### src/rtl/gemm_c_requantizer_pkg.sv
// Shared definitions for the GEMM output path: default widths and the job FSM states.
package gemm_pkg;

  localparam int unsigned InDataWidth   = 8;
  localparam int unsigned OutDataWidth  = 32;
  localparam int unsigned ScaleWidth    = 16;
  localparam int unsigned ShiftWidth    = 5;
  localparam int unsigned AddrWidth     = 12;
  localparam int unsigned SizeAddrWidth = 8;

  typedef enum logic [1:0] {
    IDLE  = 2'd0,
    RUN   = 2'd1,
    DRAIN = 2'd2,
    DONE  = 2'd3
  } state_e;

endpackage

### src/rtl/gemm_c_requantizer_if.sv
// Job control plus SRAM C read / SRAM Q write bundle for the C-matrix requantizer.
interface gemm_c_requantizer_if #(
  parameter int unsigned InDataWidth   = gemm_pkg::InDataWidth,
  parameter int unsigned OutDataWidth  = gemm_pkg::OutDataWidth,
  parameter int unsigned ScaleWidth    = gemm_pkg::ScaleWidth,
  parameter int unsigned ShiftWidth    = gemm_pkg::ShiftWidth,
  parameter int unsigned AddrWidth     = gemm_pkg::AddrWidth,
  parameter int unsigned SizeAddrWidth = gemm_pkg::SizeAddrWidth
);

  logic                     start_i;
  logic [SizeAddrWidth-1:0] M_size_i;
  logic [SizeAddrWidth-1:0] N_size_i;
  logic [ScaleWidth-1:0]    scale_i;
  logic [ShiftWidth-1:0]    shift_i;
  logic                     relu_en_i;
  logic [AddrWidth-1:0]     sram_c_addr_o;
  logic [OutDataWidth-1:0]  sram_c_rdata_i;
  logic [AddrWidth-1:0]     sram_q_addr_o;
  logic [InDataWidth-1:0]   sram_q_wdata_o;
  logic                     sram_q_we_o;
  logic                     done_o;

  // Requantizer side
  modport slave (
    input  start_i, M_size_i, N_size_i, scale_i, shift_i, relu_en_i, sram_c_rdata_i,
    output sram_c_addr_o, sram_q_addr_o, sram_q_wdata_o, sram_q_we_o, done_o
  );

  // Controller / memory side
  modport master (
    output start_i, M_size_i, N_size_i, scale_i, shift_i, relu_en_i, sram_c_rdata_i,
    input  sram_c_addr_o, sram_q_addr_o, sram_q_wdata_o, sram_q_we_o, done_o
  );

endinterface

### src/rtl/gemm_c_requantizer_requant_unit.sv
// Combinational requantization of a signed scaled product:
// round-half-up arithmetic right shift, optional ReLU, saturation to OutWidth.
module requant_unit #(
  parameter int unsigned ProdWidth  = 48,
  parameter int unsigned ShiftWidth = 5,
  parameter int unsigned OutWidth   = 8
) (
  input  logic signed [ProdWidth-1:0]  prod,
  input  logic        [ShiftWidth-1:0] shift,
  input  logic                         relu_en,
  output logic signed [OutWidth-1:0]   result
);

  // One extra bit keeps the product plus rounding constant from overflowing.
  localparam int unsigned SumWidth = ProdWidth + 1;
  localparam logic signed [SumWidth-1:0] MaxVal = SumWidth'((2 ** (OutWidth - 1)) - 1);
  localparam logic signed [SumWidth-1:0] MinVal = ~MaxVal;

  logic signed [SumWidth-1:0] bias;
  logic signed [SumWidth-1:0] sum;
  logic signed [SumWidth-1:0] shifted;
  logic signed [SumWidth-1:0] clipped;

  // Round, shift, rectify and saturate in one combinational pass
  always_comb begin
    bias = '0;
    if (shift != '0) begin
      bias[shift - ShiftWidth'(1)] = 1'b1;
    end
    sum     = SumWidth'(prod) + bias;
    shifted = sum >>> shift;
    clipped = shifted;
    if (relu_en && (shifted < 0)) begin
      clipped = '0;
    end
    if (clipped > MaxVal) begin
      result = MaxVal[OutWidth-1:0];
    end else if (clipped < MinVal) begin
      result = MinVal[OutWidth-1:0];
    end else begin
      result = clipped[OutWidth-1:0];
    end
  end

endmodule

### src/rtl/gemm_c_requantizer.sv
// Streams the int32 C matrix out of SRAM C after a GEMM job and writes the
// requantized int8 elements to SRAM Q at the same index, one per cycle.
module gemm_c_requantizer #(
  parameter int unsigned InDataWidth   = gemm_pkg::InDataWidth,
  parameter int unsigned OutDataWidth  = gemm_pkg::OutDataWidth,
  parameter int unsigned ScaleWidth    = gemm_pkg::ScaleWidth,
  parameter int unsigned ShiftWidth    = gemm_pkg::ShiftWidth,
  parameter int unsigned AddrWidth     = gemm_pkg::AddrWidth,
  parameter int unsigned SizeAddrWidth = gemm_pkg::SizeAddrWidth
) (
  input logic                  clk_i,
  input logic                  rst_ni,
  gemm_c_requantizer_if.slave  bus
);

  import gemm_pkg::*;

  localparam int unsigned ProdWidth = OutDataWidth + ScaleWidth;
  localparam int unsigned TotWidth  = 2 * SizeAddrWidth;

  state_e state, state_next;

  logic [TotWidth-1:0]          total;
  logic                         job_empty;
  logic [AddrWidth-1:0]         rd_idx;
  logic [AddrWidth-1:0]         last_idx;
  logic                         issue_last;

  logic signed [ScaleWidth-1:0] scale_q;
  logic [ShiftWidth-1:0]        shift_q;
  logic                         relu_q;

  logic                         valid_rd;
  logic                         valid_wr;
  logic [AddrWidth-1:0]         idx_rd;
  logic [AddrWidth-1:0]         idx_wr;
  logic signed [ProdWidth-1:0]  rdata_ext;
  logic signed [ProdWidth-1:0]  scale_ext;
  logic signed [ProdWidth-1:0]  prod_q;

  assign total      = {{SizeAddrWidth{1'b0}}, bus.M_size_i} * {{SizeAddrWidth{1'b0}}, bus.N_size_i};
  assign job_empty  = (total == '0);
  assign issue_last = (rd_idx == last_idx);
  assign rdata_ext  = ProdWidth'($signed(bus.sram_c_rdata_i));
  assign scale_ext  = ProdWidth'(scale_q);

  // FSM state register
  always_ff @(posedge clk_i or negedge rst_ni) begin
    if (!rst_ni) begin
      state <= IDLE;
    end else begin
      state <= state_next;
    end
  end

  // Next-state logic; DRAIN leaves once the read stage is empty, so the final
  // write retires in the last DRAIN cycle. An empty job passes through DRAIN
  // for one cycle, which places done two cycles after start.
  always_comb begin
    state_next = state;
    unique case (state)
      IDLE: begin
        if (bus.start_i) begin
          state_next = job_empty ? DRAIN : RUN;
        end
      end
      RUN: begin
        if (issue_last) begin
          state_next = DRAIN;
        end
      end
      DRAIN: begin
        if (!valid_rd) begin
          state_next = DONE;
        end
      end
      DONE: begin
        state_next = IDLE;
      end
      default: begin
        state_next = IDLE;
      end
    endcase
  end

  // Job parameter latch and read index counter
  always_ff @(posedge clk_i or negedge rst_ni) begin
    if (!rst_ni) begin
      rd_idx   <= '0;
      last_idx <= '0;
      scale_q  <= '0;
      shift_q  <= '0;
      relu_q   <= 1'b0;
    end else if ((state == IDLE) && bus.start_i) begin
      scale_q  <= $signed(bus.scale_i);
      shift_q  <= bus.shift_i;
      relu_q   <= bus.relu_en_i;
      // A count of exactly 2**AddrWidth truncates to 0 and wraps to the top index.
      last_idx <= total[AddrWidth-1:0] - AddrWidth'(1);
      if (!job_empty) begin
        rd_idx <= '0;
      end
    end else if ((state == RUN) && !issue_last) begin
      rd_idx <= rd_idx + AddrWidth'(1);
    end
  end

  // Two-stage valid/index pipeline and product register
  always_ff @(posedge clk_i or negedge rst_ni) begin
    if (!rst_ni) begin
      valid_rd <= 1'b0;
      valid_wr <= 1'b0;
      idx_rd   <= '0;
      idx_wr   <= '0;
      prod_q   <= '0;
    end else begin
      valid_rd <= (state == RUN);
      idx_rd   <= rd_idx;
      valid_wr <= valid_rd;
      idx_wr   <= idx_rd;
      if (valid_rd) begin
        prod_q <= rdata_ext * scale_ext;
      end
    end
  end

  requant_unit #(
    .ProdWidth  (ProdWidth),
    .ShiftWidth (ShiftWidth),
    .OutWidth   (InDataWidth)
  ) u_requant (
    .prod    (prod_q),
    .shift   (shift_q),
    .relu_en (relu_q),
    .result  (bus.sram_q_wdata_o)
  );

  assign bus.sram_c_addr_o = rd_idx;
  assign bus.sram_q_addr_o = idx_wr;
  assign bus.sram_q_we_o   = valid_wr;
  assign bus.done_o        = (state == DONE);

endmodule

### src/flat_wrapper.sv
// flat-port wrapper written by rule: the top's interface ports become plain ports
module gemm_c_requantizer_flat import gemm_pkg::*;
#(
  parameter int unsigned InDataWidth   = gemm_pkg::InDataWidth,
  parameter int unsigned OutDataWidth  = gemm_pkg::OutDataWidth,
  parameter int unsigned ScaleWidth    = gemm_pkg::ScaleWidth,
  parameter int unsigned ShiftWidth    = gemm_pkg::ShiftWidth,
  parameter int unsigned AddrWidth     = gemm_pkg::AddrWidth,
  parameter int unsigned SizeAddrWidth = gemm_pkg::SizeAddrWidth
)
  (clk_i, rst_ni, bus_start_i, bus_M_size_i, bus_N_size_i, bus_scale_i, bus_shift_i, bus_relu_en_i, bus_sram_c_rdata_i, bus_sram_c_addr_o, bus_sram_q_addr_o, bus_sram_q_wdata_o, bus_sram_q_we_o, bus_done_o);
  gemm_c_requantizer_if #(.InDataWidth(InDataWidth), .OutDataWidth(OutDataWidth), .ScaleWidth(ScaleWidth), .ShiftWidth(ShiftWidth), .AddrWidth(AddrWidth), .SizeAddrWidth(SizeAddrWidth)) bus_i ();
  input logic clk_i;
  input logic rst_ni;
  input wire logic [$bits(bus_i.start_i)-1:0] bus_start_i;
  input wire logic [$bits(bus_i.M_size_i)-1:0] bus_M_size_i;
  input wire logic [$bits(bus_i.N_size_i)-1:0] bus_N_size_i;
  input wire logic [$bits(bus_i.scale_i)-1:0] bus_scale_i;
  input wire logic [$bits(bus_i.shift_i)-1:0] bus_shift_i;
  input wire logic [$bits(bus_i.relu_en_i)-1:0] bus_relu_en_i;
  input wire logic [$bits(bus_i.sram_c_rdata_i)-1:0] bus_sram_c_rdata_i;
  output wire logic [$bits(bus_i.sram_c_addr_o)-1:0] bus_sram_c_addr_o;
  output wire logic [$bits(bus_i.sram_q_addr_o)-1:0] bus_sram_q_addr_o;
  output wire logic [$bits(bus_i.sram_q_wdata_o)-1:0] bus_sram_q_wdata_o;
  output wire logic [$bits(bus_i.sram_q_we_o)-1:0] bus_sram_q_we_o;
  output wire logic [$bits(bus_i.done_o)-1:0] bus_done_o;
  assign bus_i.start_i = bus_start_i;
  assign bus_i.M_size_i = bus_M_size_i;
  assign bus_i.N_size_i = bus_N_size_i;
  assign bus_i.scale_i = bus_scale_i;
  assign bus_i.shift_i = bus_shift_i;
  assign bus_i.relu_en_i = bus_relu_en_i;
  assign bus_i.sram_c_rdata_i = bus_sram_c_rdata_i;
  assign bus_sram_c_addr_o = bus_i.sram_c_addr_o;
  assign bus_sram_q_addr_o = bus_i.sram_q_addr_o;
  assign bus_sram_q_wdata_o = bus_i.sram_q_wdata_o;
  assign bus_sram_q_we_o = bus_i.sram_q_we_o;
  assign bus_done_o = bus_i.done_o;
  gemm_c_requantizer #(.InDataWidth(InDataWidth), .OutDataWidth(OutDataWidth), .ScaleWidth(ScaleWidth), .ShiftWidth(ShiftWidth), .AddrWidth(AddrWidth), .SizeAddrWidth(SizeAddrWidth)) u_core (.clk_i(clk_i), .rst_ni(rst_ni), .bus(bus_i));
endmodule
### config.mk
export PLATFORM = sky130hd
export DESIGN_NAME = gemm_c_requantizer_flat
export DESIGN_NICKNAME = d
export VERILOG_FILES = /design/src/rtl/gemm_c_requantizer_pkg.sv /design/src/rtl/gemm_c_requantizer_if.sv /design/src/rtl/gemm_c_requantizer_requant_unit.sv /design/src/rtl/gemm_c_requantizer.sv /design/src/flat_wrapper.sv
export SDC_FILE = /design/constraint.sdc
export NUM_CORES = 2
export LEC_CHECK = 0
export CORE_MARGIN = 8
export CORE_UTILIZATION = 48
export CTS_BUF_LIST = sky130_fd_sc_hd__clkbuf_4
export CTS_CLUSTER_SIZE = 30
export DETAILED_ROUTE_END_ITERATION = 8
export PLACE_DENSITY = 0.73
export SLEW_MARGIN = 20
export SYNTH_ARGS = -nofsm -noshare
export SYNTH_HDL_FRONTEND = slang
export SYNTH_SLANG_ARGS = --single-unit
### constraint.sdc
create_clock -name clk_i -period 7.45 [get_ports clk_i]
set_input_delay 1.1175 -clock clk_i [delete_from_list [all_inputs] [get_ports clk_i]]
set_output_delay 1.1175 -clock clk_i [all_outputs]
set_load 0.1 [all_outputs]
==> metrics.txt <==
outcome complete, but fails checks; violated checks setup timing; Num CTS Buffers 17; worst r2r path cells 27; Yosys reg bits 122; Seq/Total Area, Yosys 0.0978; Final WS setup -0.0467 ns; Synth Warn # 0; crit end category output pin; Top Layer Used met4; dpl ws -1.13 ns; first-pass GRT wire length 151000 µm; largest net degree at the start of global routing 71; number of flops mapped to enable cells by yosys 0; initial antenna violation count 4; met2 wire length 47800 µm; Placed Instance Area 35100 µm²; Hold Buf Count CTS 0; max cap viols 0; dpl cells 4693; clk root buf clkbuf_4; Slew Limit Fails 0; vias per cell 5.77; grt total ovfl 0; Syn Inst Count 3620; Cell variety after synth 98; Area Growth Syn to Fin 21.9%; Tcrit/Tclk final 1.01; reg2reg start u_core.scale_q[4]$_DFFE_PN0P_; CP max stage delay 0.54 ns; M1 wire length 38200 µm; H-tree depth 4; layout cells sized above 1 0.214; Max Clk Rate 133 MHz; Worst R2R End u_core.prod_q[47]$_DFFE_PN0P_; Worst Setup SP u_core.shift_q[0]$_DFFE_PN0P_; post-synthesis async set-or-reset flop share 1.00; Hold Crit Class flip-flop to flip-flop; CTS Sinks 122; most common cell after layout, fill and taps aside inv_1; Post-Syn Area 31200 µm²; routed via count 27900; crit-path cells buf_4 -> nor2_4 -> nand2_2 -> nor2_1 -> ha_4 -> and2_2 -> nand4_2 -> nor4_4 -> o211ai_1 -> buf_4 -> buf_4 -> and4_1 -> a211oi_2 -> o21ai_1 -> nand2_1 -> o2111ai_4 -> o21a_1 -> a211o_1 -> or4_1 -> nor3_2 -> a31oi_1 -> buf_4 -> o21ai_2 -> buf_12; Worst Max-Slew Pin Slew 1.05 ns; Detail Route met3 WL 7170 µm; commonest cells after routing, fill and taps aside inv_1 (537), fa_1 (511), nand2_1 (465); syn_area_per_cell 8.62 µm²; Detailed Routing Iterations Pass 1 7; end of the critical path bus_sram_q_wdata_o[0]; die height 271 µm; clk_skew 0.0437 ns; I/O Pins 107; dpl hpwl 74200 µm; global placer's final weighted congestion 0.980; Final Hold Viols 0; die footprint 73400 µm²; CP Launch Type flip-flop; cell area after layout 38000 µm²; Reg clk slew, reported paths 0.20 ns; # DRC 0; Die Wd 271 µm; antenna viol nets, final 0; Final Critical Period 7.50 ns; PortBufs 106; WL/cell 19.9 µm; cell mode on critical path buf_4; CTS tree done; nets 4749; setup repair after global routing missed its margin true; Reg2Reg Setup Slack 0.24 ns; clock latency on the worst-skew pair 0.69 ns; FP Rows 93; vias in the first global route 28500; clk buf depth 2; CP required 6.33 ns; syn nets 4405; top_reg_cell synth dfrtp_1; initial DRC count 2461; Non-Filler Instances 4836; Relative slew margins 0.296; worst-path cell with the longest stage delay or4_1; Detailed Route WL 96400 µm; Starting Density 0.485; Critical Path AT 6.38 ns; CP max FO 11; Crit Path Category flip-flop to output pin; core area 64300 µm²; setup violators final 7; Overall Global Routing Usage 0.251
## cell usage after synthesis (12+ instances only)
cell,n,share of area
a211oi_1,39,0.0094
a21o_1,41,0.0099
a21oi_1,131,0.021
a221oi_1,12,0.0034
a31oi_1,23,0.0046
and2_1,241,0.048
and3_1,24,0.0048
and4_1,13,0.0036
buf_1,13,0.0016
buf_2,19,0.0030
clkbuf_1,151,0.018
dfrtp_1,122,0.098
fa_1,523,0.34
ha_1,189,0.076
inv_1,556,0.067
mux2_2,76,0.027
mux2i_1,53,0.017
nand2_1,492,0.059
nand2b_1,52,0.010
nand3_1,58,0.0093
nand4_1,35,0.0070
nor2_1,170,0.020
nor3_1,58,0.0093
nor4_1,14,0.0028
o211ai_1,29,0.0070
o21a_1,22,0.0053
o21ai_0,96,0.015
o21ai_1,15,0.0024
o21bai_1,15,0.0036
o22ai_1,13,0.0026
or3_1,16,0.0032
xnor2_1,94,0.026
xor2_1,26,0.0073
## per-stage QoR
| stage | TNS [ns] | hold WS [ns] | util |
|---|---|---|---|
| floorplan | -0.0575 | 0.331 | - |
| global placement | -12.43 | 0.331 | 0.546 |
| detailed placement | -14.37 | 0.336 | 0.546 |
| CTS | 0 | 0.348 | 0.561 |
| global route | -1.37 | 0.365 | 0.591 |
| finish | -0.202 | 0.363 | 0.591 |
## logic make-up (layout without fill, tap and decap cells)
group | Yosys count | after routing | synth area share
and+or+nand+nor | 1209 | 1209 | 0.188
buffers and inverters | 742 | 1099 | 0.0903
adders and majority gates | 712 | 712 | 0.411
AOI/OAI and AO/OA | 571 | 571 | 0.125
muxes | 140 | 140 | 0.0522
xor gates and xnor gates | 123 | 123 | 0.0352
DFF | 122 | 122 | 0.0978
other | 1 | 5 | 0.000120
## routing by layer
metal  global-route usage  vias to the layer above
met1                0.320                    14000
met4               0.0789                        0
met3               0.0385                      234
met5                    0                        -
li1                     -                    12500
met2                0.435                     1187
## state kept, by name (all words and copies together), names as in the netlist
signal,flops
u_core.shift_q,5
u_core.relu_q,1
u_core.prod_q,48
u_core.bus.sram_q_addr_o,12
u_core.bus.sram_q_we_o,1
u_core.state,2
u_core.scale_q,16
u_core.idx_rd,12
u_core.bus.sram_c_addr_o,12
u_core.valid_rd,1
u_core.last_idx,12
## what timing repair did
action / CTS / global route
pin swaps: 31 / 121
hold endpoints to repair: 0 / 0
gates resized for setup: 121 / 318
buffers inserted: 16 / 81
cloned: 2 / 8
setup endpoints to repair: 17 / 16
## area by class of cell
cell class                 count  area [µm²]
multi-input combinational   2756       26800
clock inverter                15         174
sequential                   122        3070
tap                          855        1070
fill                        5563       26300
timing repair buffer         510        4650
inverter                     557        2100
antenna                        4        10.0
clock buffer                  17         128
## critical path: cells and delay by family, from the launching register on
kind	cells	cell delay [ns]
AND/OR/NAND/NOR	10	2.29
buffers and inverters	5	0.94
flip-flops	1	0.52
AO/OA/AOI/OAI	8	1.68
adder cells (fa/ha/maj)	1	0.25
## worst min-delay path by stage
stage	from	endpoint	slack, ns	cells after the start
4_1_cts	rst_ni	u_core.prod_q[18]$_DFFE_PN0P_	0.35	1
3_5_place_dp	u_core.idx_rd[0]$_DFF_PN0_	u_core.bus.sram_q_addr_o[0]$_DFF_PN0_	0.34	0
6_report	u_core.idx_rd[7]$_DFF_PN0_	u_core.bus.sram_q_addr_o[7]$_DFF_PN0_	0.36	0
5_1_grt	u_core.idx_rd[5]$_DFF_PN0_	u_core.bus.sram_q_addr_o[5]$_DFF_PN0_	0.37	0
3_3_place_gp	u_core.idx_rd[4]$_DFF_PN0_	u_core.bus.sram_q_addr_o[4]$_DFF_PN0_	0.33	0
2_1_floorplan	u_core.idx_rd[0]$_DFF_PN0_	u_core.bus.sram_q_addr_o[0]$_DFF_PN0_	0.33	0
Power is not shown: default switching activity piles up to over one toggle a cycle in this logic, so the estimate is an artifact.
